File: src/rtl/puf_eval_ctrl.sv
// RO-PUF evaluation sequencer: CLEAR/RUN/SETTLE/COMPARE per bit; done in cycle N_BITS*(WIN+SETTLE+2)+1 after start.
// No backpressure: start is taken only in IDLE, and abort returns to IDLE from any state.
module puf_eval_ctrl #(
  parameter int N_BITS        = 8,
  parameter int SEL_W         = 5,
  parameter int CNT_W         = 8,
  parameter int WIN_CYCLES    = 64,
  parameter int SETTLE_CYCLES = 4
) (
  input  logic                        clk,
  input  logic                        rst_n,
  input  logic                        start,
  input  logic                        abort,
  input  logic [SEL_W-1:0]            challenge,
  input  logic [CNT_W-1:0]            cnt_a,
  input  logic [CNT_W-1:0]            cnt_b,
  output logic                        ro_en,
  output logic                        cnt_clr,
  output logic [SEL_W-1:0]            ro_sel,
  output logic                        busy,
  output logic                        done,
  output logic [N_BITS-1:0]           response,
  output logic [$clog2(N_BITS+1)-1:0] tie_cnt
);

  localparam int TIE_W   = $clog2(N_BITS + 1);
  localparam int K_W     = (N_BITS > 1) ? $clog2(N_BITS) : 1;
  localparam int TMR_MAX = (WIN_CYCLES > SETTLE_CYCLES) ? WIN_CYCLES : SETTLE_CYCLES;
  localparam int TMR_W   = (TMR_MAX > 1) ? $clog2(TMR_MAX) : 1;

  typedef enum logic [2:0] {
    IDLE    = 3'd0,
    CLEAR   = 3'd1,
    RUN     = 3'd2,
    SETTLE  = 3'd3,
    COMPARE = 3'd4,
    DONE    = 3'd5
  } state_t;

  state_t             state_q, state_d;
  logic [SEL_W-1:0]   base_q, base_d;
  logic [K_W-1:0]     k_q, k_d;
  logic [TMR_W-1:0]   tmr_q, tmr_d;
  logic [SEL_W-1:0]   ro_sel_q, ro_sel_d;
  logic [N_BITS-1:0]  response_q, response_d;
  logic [TIE_W-1:0]   tie_cnt_q, tie_cnt_d;
  logic               ro_en_q, ro_en_d;
  logic               cnt_clr_q, cnt_clr_d;
  logic               busy_q, busy_d;
  logic               done_q, done_d;

  always_comb begin
    state_d    = state_q;
    base_d     = base_q;
    k_d        = k_q;
    tmr_d      = tmr_q;
    ro_sel_d   = ro_sel_q;
    response_d = response_q;
    tie_cnt_d  = tie_cnt_q;

    unique case (state_q)
      IDLE: begin
        if (start && !abort) begin
          base_d     = challenge;
          k_d        = '0;
          ro_sel_d   = challenge;
          response_d = '0;
          tie_cnt_d  = '0;
          state_d    = CLEAR;
        end
      end
      CLEAR: begin
        tmr_d   = TMR_W'(WIN_CYCLES - 1);
        state_d = RUN;
      end
      RUN: begin
        if (tmr_q == '0) begin
          tmr_d   = TMR_W'(SETTLE_CYCLES - 1);
          state_d = SETTLE;
        end else begin
          tmr_d = tmr_q - TMR_W'(1);
        end
      end
      SETTLE: begin
        if (tmr_q == '0) begin
          state_d = COMPARE;
        end else begin
          tmr_d = tmr_q - TMR_W'(1);
        end
      end
      COMPARE: begin
        // Raw unsigned compare; a wrapped counter simply reads as small.
        response_d[k_q] = (cnt_a > cnt_b);
        if (cnt_a == cnt_b) begin
          tie_cnt_d = tie_cnt_q + TIE_W'(1);
        end
        if (k_q == K_W'(N_BITS - 1)) begin
          state_d = DONE;
        end else begin
          k_d      = k_q + K_W'(1);
          ro_sel_d = base_q + SEL_W'(k_q + K_W'(1));
          state_d  = CLEAR;
        end
      end
      DONE: begin
        state_d = IDLE;
      end
      default: begin
        state_d = IDLE;
      end
    endcase

    // Abort wins over any in-flight update so partial results stay as they were.
    if (abort && (state_q != IDLE)) begin
      state_d    = IDLE;
      k_d        = k_q;
      tmr_d      = '0;
      response_d = response_q;
      tie_cnt_d  = tie_cnt_q;
    end

    ro_en_d   = (state_d == RUN);
    cnt_clr_d = (state_d == CLEAR);
    busy_d    = (state_d != IDLE);
    done_d    = (state_d == DONE);
  end

  always_ff @(posedge clk) begin
    if (!rst_n) begin
      state_q    <= IDLE;
      base_q     <= '0;
      k_q        <= '0;
      tmr_q      <= '0;
      ro_sel_q   <= '0;
      response_q <= '0;
      tie_cnt_q  <= '0;
      ro_en_q    <= 1'b0;
      cnt_clr_q  <= 1'b0;
      busy_q     <= 1'b0;
      done_q     <= 1'b0;
    end else begin
      state_q    <= state_d;
      base_q     <= base_d;
      k_q        <= k_d;
      tmr_q      <= tmr_d;
      ro_sel_q   <= ro_sel_d;
      response_q <= response_d;
      tie_cnt_q  <= tie_cnt_d;
      ro_en_q    <= ro_en_d;
      cnt_clr_q  <= cnt_clr_d;
      busy_q     <= busy_d;
      done_q     <= done_d;
    end
  end

  assign ro_en    = ro_en_q;
  assign cnt_clr  = cnt_clr_q;
  assign ro_sel   = ro_sel_q;
  assign busy     = busy_q;
  assign done     = done_q;
  assign response = response_q;
  assign tie_cnt  = tie_cnt_q;

endmodule
File: config.mk
export PLATFORM = sky130hd
export DESIGN_NAME = puf_eval_ctrl
export DESIGN_NICKNAME = d
export VERILOG_FILES = /design/src/rtl/puf_eval_ctrl.sv
export SDC_FILE = /design/constraint.sdc
export NUM_CORES = 1
export LEC_CHECK = 0
export BUFFER_PORTS_ARGS = -buffer_cell sky130_fd_sc_hd__clkbuf_2
export CORE_MARGIN = 8
export CORE_UTILIZATION = 49
export CTS_CLUSTER_DIAMETER = 80
export DETAILED_ROUTE_END_ITERATION = 16
export GPL_TIMING_DRIVEN = 0
export MAX_ROUTING_LAYER = met4
export PLACE_DENSITY = 0.87
export REMOVE_ABC_BUFFERS = 1
export SLEW_MARGIN = 0
export SYNTH_ARGS = -nofsm -noshare
export SYNTH_HDL_FRONTEND = slang
export SYNTH_SLANG_ARGS = --single-unit
File: constraint.sdc
create_clock -name clk -period 2 [get_ports clk]
set_clock_uncertainty 0.15 [all_clocks]
set_input_delay 0.4 -clock clk [delete_from_list [all_inputs] [get_ports clk]]
set_output_delay 0.4 -clock clk [all_outputs]
set_load 0.02 [all_outputs]
==> results list, run 1 <==
* Number of instances in the synthesized netlist: 250
- The initial utilization of the core area, before any placement, comes to 0.5012.
* Initial antenna violation count: 0
- Slew Viols, Final: 0
* Largest fanout of any net on the critical path: 12
- Mapped cell area: around 0.0021 mm^2
* Ratio of routed vias to standard cells: 5.507
- The smallest clock period supported by the final layout is computed as 1879 ps.
- The core region is approximately 0.0043 mm^2.
* Clock sink count: 38
- Worst rel slew slack: 0.5781
- At the placement stage, the worst setup path has a slack of -285.2 ps.
* Class of the most critical setup path: reg -> reg
- Drt first-iter violations: 161
- Total via count in the routed design: around 1,900
- STA classifies the critical path endpoint as a register.
- After detailed routing, the average wire length per cell comes to 14.04 um.
- Core Rows: 24
* Pwr dens: 619.8 mW/mm^2
* CTS tree: yes
- For this run the aggregate overflow at the end of global routing stands at 0.
- For this run, the total global-route usage over all layers was measured as 0.1559.
* Outcome: finished, final reports clean
- Maximum clock insertion buffer count: 2
- FILL cells: 373
- Global-route wire length before repair: roughly 8.1 mm
- Clock root cell: clkbuf_8
* Die area: a little under 0.007 mm^2
- Port-buffer cells: 45
- The synthesized design contains 0 enable-type register cells.
* Die X-Extent: roughly 82 um
- Of the synthesized area, sequential elements account for 0.3560.
- Standby leakage power: between 1 and 1.5 nW
* Total number of yosys warnings: 0
* Kind of path behind the tightest hold check: in -> reg
* CTS H-tree depth: 2
- Synthesis inferred 38 register bits.
- Synthesis instantiated 53 different standard cells from the library.
- Post-DRT Antenna Nets: 0
* Top-level port count: 46
* Detailed Routing Iterations Pass 1: 4
- Number of nets at the end of the flow: around 340
- Clock latency on the worst-skew pair, taken at its later pin, is between 200 and 300 ps.
- After clock tree synthesis, the flow added hold-fix buffers numbering 0.
- Counting flops with an async set or reset pin after synthesis yields a share of 0.
- Critical Path Start Type: register
- STA puts the critical path data required time at slightly above 2000 ps.
* Share of post-route cells with drive strength above 1: 0.2746
- Overall routed net length: a little under 5 mm
* Share of the cycle needed by the critical path after routing: 0.9393
- Signed area change from the synthesized netlist to the final layout: 18.15%
* Peak Freq: ~0.53 GHz
* Worst setup margin: around 120 ps
- Transition time of the tightest slew-check pin: between 600 and 700 ps
- Measured along the y axis, the die boundary spans 82.04 um.
- The HPWL after detailed placement is 3.736 mm.
- Number of diodes: 0
- Maximum number of pins on one net before global-route repair: 16
- Average cell area after synthesis: 8.548 um^2
- Vias in the first global route: about 1,900
- VDD IR-drop max: 0.5345 mV
- RSZ-0062 raised after global routing: yes
* Register clock-pin slew on the reported worst setup and hold paths: about 70 ps
* Final hold violation count: 0
- Setup violations remaining at the end of the flow were counted as 0.
- In this run, CTS created clock tree buffers numbering 5.
- Primary flip-flop cell chosen by synthesis mapping: dfxtp_1
- At the worst endpoint, the arrival time is 1950 ps.
* Final setup TNS: 0 ps
* Drt drc: 0
* Max_cap viols: 0
* Weighted congestion at the end of routability-driven global placement: about 0.86
## report_power, final
part	internal (W)	switching [W]	total, W
logic	0.000118	0.000157	0.000275
clock network	0.000240	0.000242	0.000482
registers	0.000782	0.0000265	0.000808
total	0.00114	0.000426	0.00156
## cells in the mapped netlist (2+ instances only)
cell       n  area share
dfxtp_1   38        0.36
nor2_1    37       0.065
nand2_1   17       0.030
inv_1     16       0.028
ha_1      15       0.088
a21oi_1   14       0.033
o21ai_0   10       0.023
mux2i_1    8       0.037
a22o_1     6       0.025
nand3_1    6       0.014
a211oi_1   5       0.018
nor2b_1    5       0.015
clkbuf_1   4      0.0070
nand2b_1   4       0.012
nor3_1     4      0.0094
a21o_1     3       0.011
a22oi_1    3       0.011
buf_2      3      0.0070
buf_6      3       0.016
nand4_1    3      0.0088
nor3_2     3       0.014
o21a_1     3       0.011
o31ai_1    3       0.011
xnor2_1    3       0.012
a31oi_1    2      0.0059
and2_1     2      0.0059
and3_1     2      0.0059
o21bai_1   2      0.0070
or2_1      2      0.0059
## worst paths after layout
check	start	end	slack [ps]	cells past startpoint
hold reg to reg	response[4]	response[4]	320	1
hold / removal	challenge[2]	base_q[2]	230	3
setup / recovery	state_q[1]	tie_cnt[3]	120	5
setup reg to reg	state_q[1]	tie_cnt[3]	120	5
## worst max-delay path, cell delays in order, from the launching register on
cell and delay (ps):
dfxtp_1 420, or2_4 370, nor4_4 330, nor2_2 80, or3_1 340, a21oi_1 130
## cells in the final DEF, fill, tap and decap left out, drive strengths merged, types with 4 or more instances in the layout
master,n
nand3,6
ha,15
nand2b,4
nor3,7
mux2i,8
nor2,38
dfxtp,38
nor2b,5
nand2,17
clkbuf,52
a22o,6
o21ai,11
inv,16
a211oi,6
a21oi,15
## kinds of logic after synthesis
logic type      after synthesis  share of synthesized area
flops                        38                     0.3560
xor+xnor                      4                    0.01640
mux                           8                    0.03747
simple gates                 97                     0.2418
compound gates               61                     0.1932
fa+ha+maj                    16                    0.09719
buf+inv                      26                    0.05796
## repair_timing
item / CTS / global route
setup endpoints to repair: 13 / 11
pin swaps: 0 / 3
buffers inserted: 0 / 3
gates resized for setup: 9 / 12
hold endpoints to repair: 0 / 0
## area by class of cell
type	count	area, um^2	area share
Clock buffer	7	76.32	0.03023
Sequential cell	38	768.2	0.3043
Timing Repair Buffer	48	247.7	0.09812
Tap cell	52	65.06	0.02577
Multi-Input combinational cell	186	1308	0.5178
Inverter	16	60.06	0.02379
## flip-flops by register name, indices dropped and copies added, names as in the netlist
| name | flops |
|---|---|
| state_q | 3 |
| k_q | 3 |
| ro_en | 1 |
| cnt_clr | 1 |
| ro_sel | 5 |
| tmr_q | 6 |
| busy | 1 |
| done | 1 |
| response | 8 |
| tie_cnt | 4 |
| base_q | 5 |
## through the flow
stage	instance area, um^2	utilization	hold slack (ps)	std cells	power [W]
after floorplan	2073	-	310.4	240	0.0009963
after global placement	2364	0.5543	310.5	337	0.001066
after detailed placement	2364	0.5543	310.4	337	0.001077
after CTS	2465	0.5781	224.6	344	0.001565
after global routing	2525	0.5921	233.2	347	0.001654
final	2525	0.5921	227.8	347	0.001565
## per-layer routing
layer	wire length, um	vias to the layer above	global-route usage
met5	0	-	-
met4	74	0	0.05439
met3	379	10	0.04267
met2	2271	52	0.2486
met1	2146	876	0.1843
li1	-	973	-
Note: power is estimated with default switching activity, not from simulation.
==> run 2, diff against run 1 <==
--- a/config.mk
+++ b/config.mk
@@ -7,13 +7,14 @@
 export LEC_CHECK = 0
 export BUFFER_PORTS_ARGS = -buffer_cell sky130_fd_sc_hd__clkbuf_2
 export CORE_MARGIN = 8
-export CORE_UTILIZATION = 49
+export CORE_UTILIZATION = 54
 export CTS_CLUSTER_DIAMETER = 80
 export DETAILED_ROUTE_END_ITERATION = 16
 export GPL_TIMING_DRIVEN = 0
 export MAX_ROUTING_LAYER = met4
-export PLACE_DENSITY = 0.87
+export PLACE_DENSITY = 0.9
 export REMOVE_ABC_BUFFERS = 1
+export SKIP_CTS_REPAIR_TIMING = 1
 export SLEW_MARGIN = 0
 export SYNTH_ARGS = -nofsm -noshare
 export SYNTH_HDL_FRONTEND = slang
==> constraint.sdc (replaced) <==
create_clock -name clk -period 2.14 [get_ports clk]
set_clock_uncertainty 0.15 [all_clocks]
set_input_delay 0.428 -clock clk [delete_from_list [all_inputs] [get_ports clk]]
set_output_delay 0.428 -clock clk [all_outputs]
set_load 0.02 [all_outputs]
==> run 2 against run 1 <==
Sequential power down 6.7%. Flip-flop and latch count unchanged. Combinational power down 7%. Critical path type unchanged. Clock power up 23%. Non-clock buffer count unchanged. Count of clock-buffer cells in the layout down 2. Final area up 0.45%. Setup slack worse by 38 ps. Worst hold slack better by 9.0 ps. Core utilization up 5.6 points.
==> results list, run 2 (synthesized netlist as in run 1, its figures left out) <==
- Outcome: finished, final reports clean
* Commonest non-fill, non-tap cell in the layout: clkbuf_2
- Timing analysis after detailed placement gives a worst setup slack of -115.7 ps.
- Of the total power, the share spent switching nets is 0.2611.
- STA classifies the critical path endpoint as a register.
- Detailed placement finished with a half-perimeter wire length of 3.628 mm.
- The H-tree was split into 2 levels.
- Initial antenna violation count: 0
- CTS tree: yes
- CORE AREA: a little under 0.004 mm^2
- In this run, CTS created clock tree buffers numbering 5.
- Derived from the worst setup path, the maximum achievable clock frequency is just under 0.5 GHz.
- In the final layout, the share of cells above drive strength 1 is 0.2568.
- Clock sink count: 38
- Class of the most critical setup path: reg -> reg
- Largest register FFs: 8
- The number of pins exceeding their max-slew limit in the final report came to 0.
* Met3 Use GR: 0.05643
- For this configuration, the core starts out at a cell density of 0.5460.
* Worst path cell trace: inv_1, ha_1, nor4b_4, and2b_2, xnor2_1, o31ai_1, nor3b_2
- Entering global routing, the biggest net connects 16 pins.
* Largest stage delay on the critical path: 340 ps
- Global-route total usage across every layer: 0.1699
* Post-DRT Antenna Nets: 0
- Signed area change from the synthesized netlist to the final layout: 18.68%
- The worst hold path belongs to the class in -> reg.
* Transition time of the tightest slew-check pin: between 500 and 600 ps
- On the final layout, the worst hold slack is between 200 and 250 ps.
- Setup violation total in the final timing report: 0
- 0 antenna diodes ended up in the layout.
- Standby leakage power: 1.149 nW
- Using the TritonRoute via totals, the vias-per-cell ratio works out to approximately 5.6.
- Die area: slightly above 0.006 mm^2
- Routability-driven placement finished with a final weighted congestion of roughly 0.84.
- Input and output buffers added on the ports amount to between 40 and 50.
- Drt drc: 0
- Maximum clock insertion buffer count: 2
* Worst rel slew slack: 0.6336
- The share of total power dissipated in combinational logic is 0.160.
- Met2 global-route usage: 0.2775
* Register clock-pin slew on the reported worst setup and hold paths: around 70 ps
* Number of nets at the end of the flow: 336
- Average routed wire per standard cell: 14.27 um
- Cell area after placement: between 0.002 and 0.0025 mm^2
- Finished Cell Area: around 0.0025 mm^2
- Clk_lat worst skew: 290 ps
- On the critical path the largest part of the delay comes from simple AND/OR/NAND/NOR gates.
* Worst setup margin: about 83 ps
- Critical Path Start Type: register
- Drt first-iter violations: about 170
- Clock root cell: clkbuf_8
- Measured on the finished design, the core utilization comes to 0.6480.
* P_sw: approximately 0.00042 W
- Across the run, the number of max-cap violations was 0.
* Final hold violation count: 0
- The floorplan has 23 rows.
- Share of total power in the clock network: 0.369
- between 40 and 50 I/O pins were placed.
* Vertical extent of the die: roughly 80 um
* VDD IR-drop max: a little over 0.4 mV
- Vias in the first global route: around 1,900
- Counting both buffers and inverters, the worst setup path holds a total of 1.
* Overall routed net length: approximately 4.9 mm
- Pwr dens: about 630 mW/mm^2
- Most utilized layer in the global route result: met2
- The total overflow left after global routing is 0.
* Global-route wire length before repair: between 8 and 9 mm
- Largest fanout of any net on the critical path: 7
* Portion of total power attributed to sequential cells: 0.471
- Measured along the x axis, the die boundary spans 78.91 um.
- Among all stages on the critical path, the largest delay is contributed by dfxtp_1.
- Data arrives at the worst endpoint at 2120 ps.
- Final setup TNS: 0 ps
- Highest-count cells in the layout ignoring fill and taps: 45 x clkbuf_2, 36 x nor2_1, 36 x dfxtp_1
- The first detailed-routing pass ran for 4 iterations.
* Total via count in the routed design: ~1,900
* Share of the cycle needed by the critical path after routing: 0.9610
- Internal power comes to roughly 0.0012 W.
* Required time at the endpoint of the critical path: between 2000 and 2500 ps
- Post-layout minimum cycle time: roughly 2100 ps
- GR met1 Demand/Resource: 0.1869
run 2: cell types whose count changed in the layout (fill, tap and decap cells not counted), sizes merged:
| cell | previous run | this run |
|---|---|---|
| bufinv | 0 | 1 |
| clkbuf | 52 | 50 |
| clkinv | 0 | 2 |
run 2: metal layers:
layer / routed length, um / part of all wire / up-vias
li1: - / - / 976
met1: 2108 / 0.43 / 885
met2: 2396 / 0.49 / 52
met3: 356 / 0.072 / 9
met4: 75 / 0.015 / 0
met5: 0 / 0 / -
run 2: cell type report:
class | count | area (um^2)
Sequential cell | 38 | 765.7
Timing Repair Buffer | 48 | 247.7
Clock buffer | 5 | 68.82
Clock inverter | 3 | 40.04
Inverter | 16 | 60.06
Tap cell | 50 | 62.56
Fill cell | 337 | 1378
Multi-Input combinational cell | 186 | 1291
run 2: worst register-to-register path: cells and delay by family (launching register included):
kind                     cells  cell delay (ps)
AND/OR/NAND/NOR              3              770
AO/OA/AOI/OAI                1              320
buffers and inverters        1              100
flip-flops                   1              340
XOR/XNOR                     1               80
adder cells (fa/ha/maj)      1              220
run 2: worst paths after layout:
check / start / endpoint / slack [ps] / cells past startpoint
max: tmr_q[0] / cnt_clr / 80 / 7
min: challenge[1] / base_q[1] / 240 / 3
max reg2reg: tmr_q[0] / cnt_clr / 80 / 7
min reg2reg: response[0] / response[0] / 330 / 1
run 2: power by group through the flow:
stage / logic, W / registers, W / clock network [W]
2_1_floorplan: 0.000155 / 0.000776 / 0
3_3_place_gp: 0.000228 / 0.000768 / 0
3_5_place_dp: 0.000236 / 0.000770 / 0
4_1_cts: 0.000237 / 0.000753 / 0.000602
5_1_grt: 0.000290 / 0.000758 / 0.000639
6_report: 0.000257 / 0.000754 / 0.000591
run 2: through the flow:
stage / total power [W] / instances
5_1_grt: 0.001686 / 346
4_1_cts: 0.001592 / 343
3_3_place_gp: 0.0009955 / 335
2_1_floorplan: 0.0009311 / 240
3_5_place_dp: 0.001006 / 335
6_report: 0.001602 / 346
